<file path="src/rtl/uart_pkg.sv">
// Shared UART types: parity selection and transmitter FSM states.
// Also used by the RX core and the VIP monitor.
package uart_pkg;

  typedef enum logic [1:0] {
    NONE     = 2'b00,
    EVEN     = 2'b01,
    ODD      = 2'b10,
    NONE_ALT = 2'b11
  } parity_mode_e;

  typedef enum logic [2:0] {
    IDLE,
    START,
    DATA,
    PARITY,
    STOP
  } tx_state_e;

  function automatic logic parity_enabled(input parity_mode_e mode);
    return (mode == EVEN) || (mode == ODD);
  endfunction

endpackage

</file>
<file path="src/rtl/uart_baud_gen.sv">
// Bit-period timer: loadable down-counter producing a one-cycle tick
// in the last clk cycle of every bit period (period = div + 1 cycles).
module uart_baud_gen #(
  parameter int DIV_WIDTH = 16
) (
  input  logic                 clk,
  input  logic                 rst,
  input  logic                 restart,
  input  logic [DIV_WIDTH-1:0] div,
  output logic                 tick
);

  logic [DIV_WIDTH-1:0] r_count;

  always_ff @(posedge clk) begin
    if (rst) begin
      r_count <= '0;
    end else if (restart || (r_count == '0)) begin
      r_count <= div;
    end else begin
      r_count <= r_count - 1'b1;
    end
  end

  assign tick = (r_count == '0);

endmodule

</file>
<file path="src/rtl/uart_tx_core.sv">
// FIFO-buffered UART transmitter with run-time bit period, parity and stop
// bits. txd and busy are registered copies of the FSM state, one edge behind.
module uart_tx_core
  import uart_pkg::*;
#(
  parameter int DATA_BITS  = 8,
  parameter int FIFO_DEPTH = 4,
  parameter int DIV_WIDTH  = 16
) (
  input  logic                               clk,
  input  logic                               rst,
  input  logic [DIV_WIDTH-1:0]               baud_div,
  input  logic [1:0]                         parity_mode,
  input  logic                               stop2,
  input  logic                               s_valid,
  input  logic [DATA_BITS-1:0]               s_data,
  output logic                               s_ready,
  output logic                               txd,
  output logic                               busy,
  output logic [$clog2(FIFO_DEPTH+1)-1:0]    fifo_level
);

  localparam int AW = $clog2(FIFO_DEPTH);
  localparam int LW = $clog2(FIFO_DEPTH + 1);
  localparam int BW = (DATA_BITS > 1) ? $clog2(DATA_BITS) : 1;

  logic [DATA_BITS-1:0] r_mem [FIFO_DEPTH];
  logic [AW:0]          r_wr_ptr;
  logic [AW:0]          r_rd_ptr;
  logic [LW-1:0]        w_level;
  logic                 w_push;
  logic                 w_pop;
  logic                 w_tick;
  logic [DIV_WIDTH-1:0] w_div;

  tx_state_e            r_state;
  tx_state_e            w_state_next;
  logic [BW-1:0]        r_bit_cnt;
  logic [BW-1:0]        w_bit_cnt_next;
  logic                 r_stop_cnt;
  logic                 w_stop_cnt_next;
  logic [DATA_BITS-1:0] r_shift;
  logic                 r_par_bit;
  parity_mode_e         r_par_mode;
  logic                 r_stop2;
  logic [DIV_WIDTH-1:0] r_div;
  logic                 r_txd;
  logic                 r_busy;
  logic                 w_txd_next;

  // Pointers carry a wrap bit so full and empty are distinguishable.
  assign w_level    = LW'(r_wr_ptr - r_rd_ptr);
  assign fifo_level = w_level;
  assign s_ready    = !rst && (w_level < LW'(FIFO_DEPTH));
  assign w_push     = s_valid && s_ready;

  always_ff @(posedge clk) begin
    if (rst) begin
      r_wr_ptr <= '0;
      r_rd_ptr <= '0;
    end else begin
      if (w_push) r_wr_ptr <= r_wr_ptr + 1'b1;
      if (w_pop)  r_rd_ptr <= r_rd_ptr + 1'b1;
    end
  end

  always_ff @(posedge clk) begin
    if (w_push) r_mem[r_wr_ptr[AW-1:0]] <= s_data;
  end

  // Word and its parity bit are captured at pop; config inputs only matter then.
  always_ff @(posedge clk) begin
    if (w_pop) begin
      r_shift   <= r_mem[r_rd_ptr[AW-1:0]];
      r_par_bit <= (^r_mem[r_rd_ptr[AW-1:0]]) ^ (parity_mode_e'(parity_mode) == ODD);
    end else if ((r_state == DATA) && w_tick) begin
      r_shift <= r_shift >> 1;
    end
  end

  always_ff @(posedge clk) begin
    if (rst) begin
      r_par_mode <= NONE;
      r_stop2    <= 1'b0;
      r_div      <= '0;
    end else if (w_pop) begin
      r_par_mode <= parity_mode_e'(parity_mode);
      r_stop2    <= stop2;
      r_div      <= baud_div;
    end
  end

  // The timer must load the new frame's divisor in the same cycle it is latched.
  assign w_div = w_pop ? baud_div : r_div;

  uart_baud_gen #(
    .DIV_WIDTH(DIV_WIDTH)
  ) u_baud_gen (
    .clk    (clk),
    .rst    (rst),
    .restart(w_pop),
    .div    (w_div),
    .tick   (w_tick)
  );

  always_ff @(posedge clk) begin
    if (rst) begin
      r_state    <= IDLE;
      r_bit_cnt  <= '0;
      r_stop_cnt <= 1'b0;
    end else begin
      r_state    <= w_state_next;
      r_bit_cnt  <= w_bit_cnt_next;
      r_stop_cnt <= w_stop_cnt_next;
    end
  end

  always_comb begin
    w_state_next    = r_state;
    w_bit_cnt_next  = r_bit_cnt;
    w_stop_cnt_next = r_stop_cnt;
    w_pop           = 1'b0;
    case (r_state)
      IDLE: begin
        if (w_level != '0) begin
          w_pop           = 1'b1;
          w_state_next    = START;
          w_bit_cnt_next  = '0;
          w_stop_cnt_next = 1'b0;
        end
      end
      START: begin
        if (w_tick) begin
          w_state_next   = DATA;
          w_bit_cnt_next = '0;
        end
      end
      DATA: begin
        if (w_tick) begin
          if (r_bit_cnt == BW'(DATA_BITS - 1)) begin
            w_state_next    = parity_enabled(r_par_mode) ? PARITY : STOP;
            w_stop_cnt_next = 1'b0;
          end else begin
            w_bit_cnt_next = r_bit_cnt + 1'b1;
          end
        end
      end
      PARITY: begin
        if (w_tick) begin
          w_state_next    = STOP;
          w_stop_cnt_next = 1'b0;
        end
      end
      STOP: begin
        if (w_tick) begin
          if (r_stop2 && !r_stop_cnt) begin
            w_stop_cnt_next = 1'b1;
          end else if (w_level != '0) begin
            // Chain straight into the next start bit, no idle gap.
            w_pop           = 1'b1;
            w_state_next    = START;
            w_bit_cnt_next  = '0;
            w_stop_cnt_next = 1'b0;
          end else begin
            w_state_next = IDLE;
          end
        end
      end
      default: w_state_next = IDLE;
    endcase
  end

  always_comb begin
    w_txd_next = 1'b1;
    case (r_state)
      START:   w_txd_next = 1'b0;
      DATA:    w_txd_next = r_shift[0];
      PARITY:  w_txd_next = r_par_bit;
      default: w_txd_next = 1'b1;
    endcase
  end

  always_ff @(posedge clk) begin
    if (rst) begin
      r_txd  <= 1'b1;
      r_busy <= 1'b0;
    end else begin
      r_txd  <= w_txd_next;
      r_busy <= (r_state != IDLE);
    end
  end

  assign txd  = r_txd;
  assign busy = r_busy;

endmodule

</file>
<file path="config.mk">
export PLATFORM = sky130hd
export DESIGN_NAME = uart_tx_core
export DESIGN_NICKNAME = d
export VERILOG_FILES = /design/src/rtl/uart_pkg.sv /design/src/rtl/uart_baud_gen.sv /design/src/rtl/uart_tx_core.sv
export SDC_FILE = /design/constraint.sdc
export NUM_CORES = 1
export LEC_CHECK = 0
export CORE_MARGIN = 3
export CORE_UTILIZATION = 44
export DETAILED_ROUTE_END_ITERATION = 10
export DONT_BUFFER_PORTS = 1
export HOLD_SLACK_MARGIN = 0.05
export PLACE_DENSITY = 0.7
export SYNTH_ARGS = -nofsm -noshare
export SYNTH_HDL_FRONTEND = slang
export SYNTH_SLANG_ARGS = --single-unit
export TNS_END_PERCENT = 5
</file>
<file path="constraint.sdc">
create_clock -name clk -period 2.6 [get_ports clk]
set_input_delay 0.52 -clock clk [delete_from_list [all_inputs] [get_ports clk]]
set_output_delay 0.52 -clock clk [all_outputs]
set_load 0.02 [all_outputs]
</file>
==> metrics.txt <==
Mapped Cells=386; PwrDens=1310 nW/um^2; Max FO, Critical Path=3; Core ar.=8980 sq um; Slew @ Worst Pin=480 ps; total CTS buffers=9; worst reg2reg setup slack=170 ps; Root Buffer=clkbuf_8; synth top area cells=edfxtp_1 (30%), dfxtp_1 (25%), nand2_1 (6.0%); Die Area=10700 sq um; status=finished clean; final worst slack=115 ps; fmax=402 MHz; Slew headroom=67.9%; most frequent cells after synthesis=nand2_1 (67), dfxtp_1 (52), edfxtp_1 (41); Worst path max stage delay=340 ps; Synth top area share=29.5%; delay-heaviest family, CP=adder cells; Final nets=437; clk slew on worst S/H paths=110 ps; final hold viol count=0; max cap viols=0; clock insertion delay at the later pin of the skew report=360 ps; Met3 Routed Length=334 um; sequential fraction of the synthesis area=54.5%; area growth from synthesis to layout=10.9%; Residual DRC=0; CP endpoint kind=output pin; Final Skew=18.6 ps; Arrival @ worst endpoint=1970 ps; via count=2810; Crit Reg-Reg Endpoint=r_shift[6]; Peak supply drop=563 uV; end of the critical path=s_ready; Ys Warns=0; Initial Util=46.4%; I/O pins=36; highest routed metal layer=met4; most frequent cell after synthesis=nand2_1; worst reg2reg path depth=9; met2 WL=3.84 mm; Required @ worst endpoint=2080 ps; Pre-Repair DR Iteration Count=4; All-Layer GR Usage=16.1%; cell count along the critical path=8; WP buf/inv=4; Hold WC Path Type=in2reg; initial drt markers=183; Unique masters post-synth=54; ys flop type=dfxtp_1; Slew Viols, Final=0; crit path cell chain=inv_1 > ha_2 > fa_2 > xnor3_1 > buf_4 > inv_1 > nor2_4 > buf_6; total wire length=8.04 mm; Sink Count=93; HPWL Detailed=5.61 mm; syn avg cell area=10.8 sq um; Congestion Overflow GR=0; die width=103 um; crit start category=flip-flop; Post-synth EDFFs=41; RSZ-0062 raised after global routing=false; M1 wire length=3.77 mm; first-pass GRT wire length=13.3 mm; Synth Cell Area=4170 sq um; Async S/R FF share, synth=0%; Avg WL per Cell=15.3 um; Inserted Diodes=0; CTS tree=done; CP Class=reg2out; syn_nets=427; Final ANT Viol Nets=0; H-tree depth=3; Clock Path Buffers=2; final worst path period need=2490 ps; die height=103 um; worst flop-to-flop path startpoint=r_wr_ptr[0]; I/O Buffers=0; site row count=34; slowest CP cell=dfxtp_2; Final TNS setup=0 ps; vias in the first global route=2705; post-synth top area cell=edfxtp_1; Seq cells post-synth=93; largest net degree at the start of global routing=54; most used cell, CP=inv_1; worst setup path startpoint=r_wr_ptr[0]; Finish-stage setup viols=0; routability cong.=0.812; worst slack at placement=-45.1 ps; antenna violations before repair=0; Pleak=1.75 nW; Via-to-Cell Ratio=5.33; period utilization=95.6%; share of cells above drive strength 1=15.0%
cell usage in the layout, fill, tap and decap left out, types with 3 or more instances in the layout:
cell,count
nand2_1,67
mux2i_1,6
or4_1,4
and3_1,6
clkbuf_8,9
o211ai_1,6
nor3_1,9
o31ai_1,4
nor2b_1,3
a21oi_1,32
buf_4,15
nor2_1,26
o22ai_1,5
xor2_1,8
nand3_1,8
o21ai_0,4
mux4_2,8
ha_1,9
edfxtp_1,41
dfxtp_1,51
inv_1,11
xnor2_1,14
clkinv_8,3
what timing repair did:
action,CTS,global route
pin swaps,0,1
hold buffers,0,0
resized for setup,4,3
setup endpoints to repair,2,20
buffers inserted,0,2
cloned,1,0
per-layer routing:
layer	vias up	GRT usage, %
met5	-	0
met4	0	4.78
met3	10	3.76
met2	58	25.0
met1	1347	22.5
li1	1395	-
how the worst min path moves through the flow:
stage / startpoint / to / cells past startpoint
6_report: rst / r_wr_ptr[0] / 1
5_1_grt: rst / r_wr_ptr[2] / 1
4_1_cts: rst / u_baud_gen.r_count[3] / 1
3_5_place_dp: r_div[15] / r_div[15] / 2
3_3_place_gp: r_div[15] / r_div[15] / 2
2_1_floorplan: r_div[15] / r_div[15] / 2
registers in the layout, summed over array words and instances (netlist names), named ones only:
signal,cells
r_wr_ptr,3
r_bit_cnt,3
r_rd_ptr,3
txd,1
u_baud_gen.r_count,16
r_par_bit,1
r_div,16
r_mem,32
r_state,3
busy,1
r_shift,8
r_par_mode,2
r_stop_cnt,1
r_stop2,1
cell families after synthesis:
group	synth area share [%]
AO/OA/AOI/OAI	10.4
XOR/XNOR	5.16
adder cells (fa/ha/maj)	3.48
buffers and inverters	3.84
flip-flops	54.5
multiplexers	6.39
AND/OR/NAND/NOR	16.2
through the flow:
step | area, sq um | hold WS, ps | utilization (%) | total power, W | instances
2_1_floorplan | 4180 | 432 | - | 0.00436 | 386
3_3_place_gp | 4380 | 435 | 48.7 | 0.00498 | 508
3_5_place_dp | 4380 | 442 | 48.7 | 0.00505 | 508
4_1_cts | 4600 | 210 | 51.3 | 0.00607 | 525
5_1_grt | 4620 | 205 | 51.5 | 0.00651 | 527
6_report | 4620 | 214 | 51.5 | 0.00605 | 527
where the power goes:
| part | switching (W) | internal, W |
|---|---|---|
| Sequential | 0.000272 | 0.00202 |
| Combinational | 0.00156 | 0.00122 |
| Clock | 0.000589 | 0.000387 |
| Total | 0.00242 | 0.00363 |
cell type report:
class	instances	area, sq um
timing repair buffer	18	164
clock inverter	7	86.3
inverter	12	50.0
clock buffer	9	124
multi-input combinational	261	1760
sequential	93	2270
tap	126	158
fill	796	4350
timing repair inverter	1	5.00
Note: power is estimated with default switching activity, not from simulation.
